[config.mk]
export PLATFORM = sky130hd
export DESIGN_NAME = stage_if_flat
export DESIGN_NICKNAME = d
export VERILOG_FILES = /design/src/rtl/rv_pkg.sv /design/src/rtl/stage_if_if.sv /design/src/rtl/if_fifo.sv /design/src/rtl/stage_if.sv /design/src/flat_wrapper.sv
export SDC_FILE = /design/constraint.sdc
export NUM_CORES = 1
export LEC_CHECK = 0
export ABC_AREA = 1
export ABC_CLOCK_PERIOD_IN_PS = 5100
export BUFFER_PORTS_ARGS = -buffer_cell sky130_fd_sc_hd__buf_2
export CAP_MARGIN = 20
export CORE_ASPECT_RATIO = 1.4
export CORE_UTILIZATION = 40
export DETAILED_ROUTE_END_ITERATION = 10
export PLACE_DENSITY = 0.63
export SLEW_MARGIN = 15
export SYNTH_ARGS = -nofsm -noshare
export SYNTH_HDL_FRONTEND = slang
export SYNTH_SLANG_ARGS = --single-unit
[constraint.sdc]
create_clock -name clk -period 5.1 [get_ports clk]
set_clock_uncertainty 0.2 [all_clocks]
set_input_delay 0.765 -clock clk [delete_from_list [all_inputs] [get_ports clk]]
set_output_delay 0.765 -clock clk [all_outputs]
set_load 0.005 [all_outputs]
[src/rtl/rv_pkg.sv]
// Shared fetch-stage constants, FSM state encoding and the buffered fetch entry layout.
package rv_pkg;

   localparam logic [31:0] RESET_PC = 32'h0000_0000;
   localparam logic [31:0] NOP_INST = 32'h0000_0013;

   typedef enum logic {
      BOOT = 1'b0,
      RUN  = 1'b1
   } if_state_e;

   typedef struct packed {
      logic [31:0] pc;
      logic [31:0] inst;
   } fetch_ent_t;

endpackage

[src/rtl/stage_if_if.sv]
// Instruction-memory request/response bus between the fetch stage and imem.
interface stage_if_if;

   logic        imem_req;
   logic [31:0] imem_addr;
   logic        imem_gnt;
   logic        imem_rvalid;
   logic [31:0] imem_rdata;

   modport master (
      output imem_req, imem_addr,
      input  imem_gnt, imem_rvalid, imem_rdata
   );

   modport slave (
      input  imem_req, imem_addr,
      output imem_gnt, imem_rvalid, imem_rdata
   );

endinterface

[src/rtl/if_fifo.sv]
// Two-entry FIFO holding fetched {pc,inst} pairs ahead of the decode register.
module if_fifo #(
   parameter int unsigned W = 64
) (
   input  logic         clk,
   input  logic         rst,
   input  logic         push,
   input  logic         pop,
   input  logic         clear,
   input  logic [W-1:0] wdata,
   output logic [W-1:0] rdata,
   output logic         full,
   output logic         empty,
   output logic [1:0]   count
);

   logic [W-1:0] mem_q [2];
   logic         wr_q, rd_q;
   logic [1:0]   cnt_q;
   logic         do_pop;

   assign empty  = (cnt_q == 2'd0);
   assign full   = (cnt_q == 2'd2);
   assign count  = cnt_q;
   assign rdata  = mem_q[rd_q];
   assign do_pop = pop && !empty;

   always_ff @(posedge clk or negedge rst) begin
      if (!rst) begin
         wr_q  <= 1'b0;
         rd_q  <= 1'b0;
         cnt_q <= '0;
      end else if (clear) begin
         wr_q  <= 1'b0;
         rd_q  <= 1'b0;
         cnt_q <= '0;
      end else begin
         if (push)   wr_q <= ~wr_q;
         if (do_pop) rd_q <= ~rd_q;
         cnt_q <= cnt_q + {1'b0, push} - {1'b0, do_pop};
      end
   end

   always_ff @(posedge clk) begin
      if (push && !clear) mem_q[wr_q] <= wdata;
   end

   a_no_overflow : assert property (@(posedge clk) disable iff (!rst) !(push && full && !clear));

endmodule

[src/rtl/stage_if.sv]
// Fetch stage: keeps at most two fetches in flight or buffered, drops stale responses
// after a redirect and presents one instruction per cycle to decode.
module stage_if #(
   parameter logic [31:0] RESET_PC = rv_pkg::RESET_PC,
   parameter logic [31:0] NOP_INST = rv_pkg::NOP_INST
) (
   input  logic        clk,
   input  logic        rst,
   input  logic        ctrl_stall,
   input  logic        ex_br_taken,
   input  logic [31:0] ex_br_addr,
   stage_if_if.master  imem,
   output logic [31:0] if_inst,
   output logic [31:0] if_pc,
   output logic        if_valid
);

   rv_pkg::if_state_e  state_q, state_d;
   logic [31:0]        pc_q, pc_d;
   logic [1:0]         outst_q, outst_d;
   logic [1:0]         drop_q, drop_d;
   logic [31:0]        inst_q, inst_d;
   logic [31:0]        opc_q, opc_d;
   logic               vld_q, vld_d;

   logic               run, req, grant, rv, keep, push, pop, clear;
   logic               fifo_full, fifo_empty;
   logic [1:0]         fifo_cnt;
   rv_pkg::fetch_ent_t resp, head;

   assign run   = (state_q == rv_pkg::RUN);
   assign rv    = run && imem.imem_rvalid;
   assign req   = run && !ex_br_taken && (({1'b0, outst_q} + {1'b0, fifo_cnt}) < 3'd2);
   assign grant = req && imem.imem_gnt;
   assign keep  = rv && !ex_br_taken && (drop_q == 2'd0);
   // Responses are in order, so with nothing left to drop the oldest live request is outst_q words behind pc.
   assign resp.pc   = pc_q - {28'd0, outst_q, 2'b00};
   assign resp.inst = imem.imem_rdata;
   assign pop   = run && !ex_br_taken && !ctrl_stall && !fifo_empty;
   assign push  = keep && (ctrl_stall || !fifo_empty);
   assign clear = run && ex_br_taken;

   assign imem.imem_req  = req;
   assign imem.imem_addr = pc_q;
   assign if_inst  = inst_q;
   assign if_pc    = opc_q;
   assign if_valid = vld_q;

   if_fifo #(.W($bits(rv_pkg::fetch_ent_t))) u_fifo (
      .clk   (clk),
      .rst   (rst),
      .push  (push),
      .pop   (pop),
      .clear (clear),
      .wdata (resp),
      .rdata (head),
      .full  (fifo_full),
      .empty (fifo_empty),
      .count (fifo_cnt)
   );

   always_comb begin
      state_d = state_q;
      pc_d    = pc_q;
      outst_d = outst_q;
      drop_d  = drop_q;
      inst_d  = inst_q;
      opc_d   = opc_q;
      vld_d   = vld_q;
      case (state_q)
         rv_pkg::BOOT: state_d = rv_pkg::RUN;
         rv_pkg::RUN: begin
            if (ex_br_taken) begin
               pc_d    = ex_br_addr;
               outst_d = outst_q - {1'b0, rv};
               drop_d  = outst_q - {1'b0, rv};
               inst_d  = NOP_INST;
               opc_d   = '0;
               vld_d   = 1'b0;
            end else begin
               if (grant) pc_d = pc_q + 32'd4;
               outst_d = outst_q + {1'b0, grant} - {1'b0, rv};
               if (rv && (drop_q != 2'd0)) drop_d = drop_q - 2'd1;
               if (!ctrl_stall) begin
                  if (!fifo_empty) begin
                     inst_d = head.inst;
                     opc_d  = head.pc;
                     vld_d  = 1'b1;
                  end else if (keep) begin
                     inst_d = resp.inst;
                     opc_d  = resp.pc;
                     vld_d  = 1'b1;
                  end else begin
                     inst_d = NOP_INST;
                     opc_d  = '0;
                     vld_d  = 1'b0;
                  end
               end
            end
         end
         default: state_d = rv_pkg::BOOT;
      endcase
   end

   always_ff @(posedge clk or negedge rst) begin
      if (!rst) begin
         state_q <= rv_pkg::BOOT;
         pc_q    <= RESET_PC;
         outst_q <= '0;
         drop_q  <= '0;
         inst_q  <= NOP_INST;
         opc_q   <= '0;
         vld_q   <= 1'b0;
      end else begin
         state_q <= state_d;
         pc_q    <= pc_d;
         outst_q <= outst_d;
         drop_q  <= drop_d;
         inst_q  <= inst_d;
         opc_q   <= opc_d;
         vld_q   <= vld_d;
      end
   end

   a_full_idle : assert property (@(posedge clk) disable iff (!rst) fifo_full |-> (outst_q == 2'd0));

endmodule

[src/flat_wrapper.sv]
// flat-port wrapper written by rule: the top's interface ports become plain ports
module stage_if_flat 
#(
   parameter logic [31:0] RESET_PC = rv_pkg::RESET_PC,
   parameter logic [31:0] NOP_INST = rv_pkg::NOP_INST
)
  (clk, rst, ctrl_stall, ex_br_taken, ex_br_addr, if_inst, if_pc, if_valid, imem_imem_req, imem_imem_addr, imem_imem_gnt, imem_imem_rvalid, imem_imem_rdata);
  stage_if_if imem_i ();
  input  logic clk;
  input  logic rst;
  input  logic ctrl_stall;
  input  logic ex_br_taken;
  input  logic [31:0] ex_br_addr;
  output logic [31:0] if_inst;
  output logic [31:0] if_pc;
  output logic if_valid;
  output wire logic [$bits(imem_i.imem_req)-1:0] imem_imem_req;
  output wire logic [$bits(imem_i.imem_addr)-1:0] imem_imem_addr;
  input wire logic [$bits(imem_i.imem_gnt)-1:0] imem_imem_gnt;
  input wire logic [$bits(imem_i.imem_rvalid)-1:0] imem_imem_rvalid;
  input wire logic [$bits(imem_i.imem_rdata)-1:0] imem_imem_rdata;
  assign imem_imem_req = imem_i.imem_req;
  assign imem_imem_addr = imem_i.imem_addr;
  assign imem_i.imem_gnt = imem_imem_gnt;
  assign imem_i.imem_rvalid = imem_imem_rvalid;
  assign imem_i.imem_rdata = imem_imem_rdata;
  stage_if #(.RESET_PC(RESET_PC), .NOP_INST(NOP_INST)) u_core (.clk(clk), .rst(rst), .ctrl_stall(ctrl_stall), .ex_br_taken(ex_br_taken), .ex_br_addr(ex_br_addr), .imem(imem_i), .if_inst(if_inst), .if_pc(if_pc), .if_valid(if_valid));
endmodule
==> flow_summary.json <==
{
  "fmax_mhz": 331,
  "ctsResizeCount": 0,
  "post_drt_via_cell_ratio": 5.11,
  "outcome": "finished, final reports clean",
  "worstPathArrival_ns": 2.06,
  "whs_ns": 0.0284,
  "fin_nets": 1421,
  "drt-total-wl_um": 29300,
  "path_clk_slew_ns": 0.06,
  "core_um2": 27700,
  "syn_inst": 1194,
  "p_leak_nw": 5.69,
  "hold_violations": 0,
  "setup_tns_ns": 0,
  "rows": 72,
  "synth_edf_count": 128,
  "io_pins": 168,
  "path_delay_family": "adder cells",
  "ir_drop_v": 0.000292,
  "clk_latency_ns": 0.51,
  "first_iter_violations": 518,
  "rsz0062_at_grt": "false",
  "track_usage_pct": 20.8,
  "grt_pass1_wl_um": 46600,
  "clock-root-buffer": "clkbuf_16",
  "dieArea_um2": 28900,
  "fin_crit_ns": 3.02,
  "drc": 0,
  "synth_area_per_cell_um2": 9.45,
  "critPathKind": "reg -> out",
  "ys_types": 52,
  "tightest_slew_ns": 0.934,
  "die_h_um": 201,
  "grt.overflow.total": 0,
  "n_antenna_cell": 0,
  "cts_setup_buffers": 0,
  "start_util_pct": 40.8,
  "drt_first_pass_iters": 5,
  "timing.max_cap.violations": 0,
  "die_x_um": 144,
  "power.density_nw_per_um2": 466,
  "area_growth_pct": 17.1,
  "ant_nets": 0,
  "crit_path_max_fanout": 3,
  "via_count": 8837,
  "cts-htree-levels": 1,
  "ys_warn_count": 0,
  "worstPathRequired_ns": 4.14,
  "cpMaxStageDelayCell": "fa_1",
  "final_common_cell": "nand2_1",
  "clock_sinks": 234,
  "ys_seq_elements": 234,
  "cp_num_buf_inv": 2,
  "first_global_vias": 8592,
  "cts_tree": "yes",
  "synthFlopType": "edfxtp_1",
  "final_layout_size_suffix_gt1_share_pct": 20.9,
  "mostFrequentLayoutCells": "nand2_1 (308), nor2_1 (186), buf_2 (166)",
  "synth_nets": 1274,
  "antenna_found_initial": 1,
  "slew_viol_final": 0,
  "avgRoutedWirePerCell_um": 16.9,
  "synthArstFlopShare_pct": 45.3,
  "hold_class": "in -> async",
  "place.gp.congestion": 0.877,
  "holdBufCountCts": 0,
  "grt_max_degree": 67,
  "seq_area_frac_synth_pct": 57.6,
  "relSlewSlack_pct": 37.7,
  "io_buffers": 167,
  "start_kind": "register",
  "clockBufferDepth": 3,
  "syn_area_um2": 11300,
  "finalCritPeriodShare_pct": 59.3,
  "cp_slowest_stage_delay_ns": 0.54,
  "finalSetupViolCount": 0,
  "dp_hpwl_um": 20400,
  "critPathCaptureType": "primary output",
  "cts_buffers": 25,
  "crit_path_cell_trace": "inv_1 > fa_1 > nand2_1 > nor3_4 > buf_2"
}
-- cells by family after synthesis --
kind of cell | count (synthesis) | share of synthesized area, %
AND/OR/NAND/NOR | 619 | 23.2
buffers and inverters | 141 | 5.73
XOR/XNOR | 29 | 2.32
flip-flops | 234 | 57.6
multiplexers | 15 | 1.33
adder cells (fa/ha/maj) | 10 | 1.24
other | 1 | 0.0332
AO/OA/AOI/OAI | 145 | 8.51
-- final timing paths --
kind	cells past startpoint	slack, ns	to	from
setup / recovery	5	2.08	imem_imem_req	u_core.u_fifo.count[1]
hold / removal	1	0.03	u_core.imem.imem_addr[26]	rst
setup reg to reg	8	2.33	u_core.u_fifo.mem_q[0][46]	u_core.imem.imem_addr[2]
hold reg to reg	2	0.28	u_core.if_pc[16]	u_core.if_pc[16]
max in group asynchronous	2	3.71	u_core.u_fifo.rd_q	rst
min in group clk	1	0.26	u_core.u_fifo.mem_q[1][18]	imem_imem_rdata[18]
-- power breakdown --
part | switching, mW | internal [mW]
clock network | 0.734 | 1.08
logic | 1.11 | 0.577
registers | 0.345 | 2.31
-- cells in the mapped netlist, types with 3 or more instances --
cell type    n  area share (%)
nand2_1    308              10
nor2_1     188             6.3
edfxtp_1   128              34
dfrtp_1    103              23
inv_1       74             2.5
nand3_1     57             2.5
o21ai_0     56             2.5
o311ai_1    27             2.1
xor2_1      27             2.1
nor2_2      23             1.3
buf_2       22            0.98
clkbuf_1    16            0.53
mux2i_1     15             1.3
nand4_1     12            0.67
inv_2       10            0.33
o21ai_1     10            0.44
a21oi_1      8            0.35
ha_1         8            0.89
nor3_1       8            0.35
o21ai_2      8            0.62
o22ai_1      8            0.44
buf_6        7            0.70
o221ai_1     6            0.47
buf_4        5            0.33
o211ai_1     5            0.33
and2_1       4            0.22
nand2_2      4            0.22
nor2_4       4            0.40
nor3_2       4            0.35
a31oi_1      3            0.17
buf_1        3            0.10
dfstp_2      3            0.70
o221a_1      3            0.30
o311ai_0     3            0.23
-- per-layer routing --
| metal | share of wire [%] | global-route usage [%] | vias to the layer above |
|---|---|---|---|
| met1 | 41 | 26.2 | 4200 |
| met5 | 0 | 0 | - |
| li1 | - | - | 4295 |
| met2 | 50 | 35.6 | 283 |
| met3 | 5.3 | 2.74 | 59 |
| met4 | 3.7 | 8.36 | 0 |
-- area by class of cell --
cell class / count / area (um^2)
clock buffers: 30 / 664
fillers: 2671 / 14400
clock inverters: 14 / 156
well taps: 370 / 463
multi-input cells: 819 / 4160
flip-flops and latches: 234 / 6500
inverters: 86 / 329
repair buffers: 175 / 943
-- registers in the layout, indices dropped and copies added (netlist names) --
| signal | flops |
|---|---|
| u_core.u_fifo.mem_q | 128 |
| u_core.if_inst | 32 |
| u_core.if_pc | 32 |
| u_core.imem.imem_addr | 32 |
| u_core.drop_q | 2 |
| u_core.outst_q | 2 |
| u_core.u_fifo.count | 2 |
| u_core.if_valid | 1 |
| u_core.run | 1 |
| u_core.u_fifo.rd_q | 1 |
| u_core.u_fifo.wr_q | 1 |
-- through the flow --
| stage | utilization [%] | setup slack [ns] | power (mW) | area (um^2) | instances |
|---|---|---|---|---|---|
| 6_report | 47.8 | 2.08 | 6.15 | 13200 | 1728 |
| 5_1_grt | 47.8 | 1.97 | 6.54 | 13200 | 1728 |
| 4_1_cts | 47.7 | 2.04 | 6.20 | 13200 | 1727 |
| 3_5_place_dp | 44.7 | 1.91 | 4.38 | 12400 | 1683 |
| 3_3_place_gp | 44.7 | 2.02 | 4.34 | 12400 | 1683 |
| 2_1_floorplan | - | 0.445 | 3.74 | 11300 | 1194 |
Power figures use the tool's default switching activity.
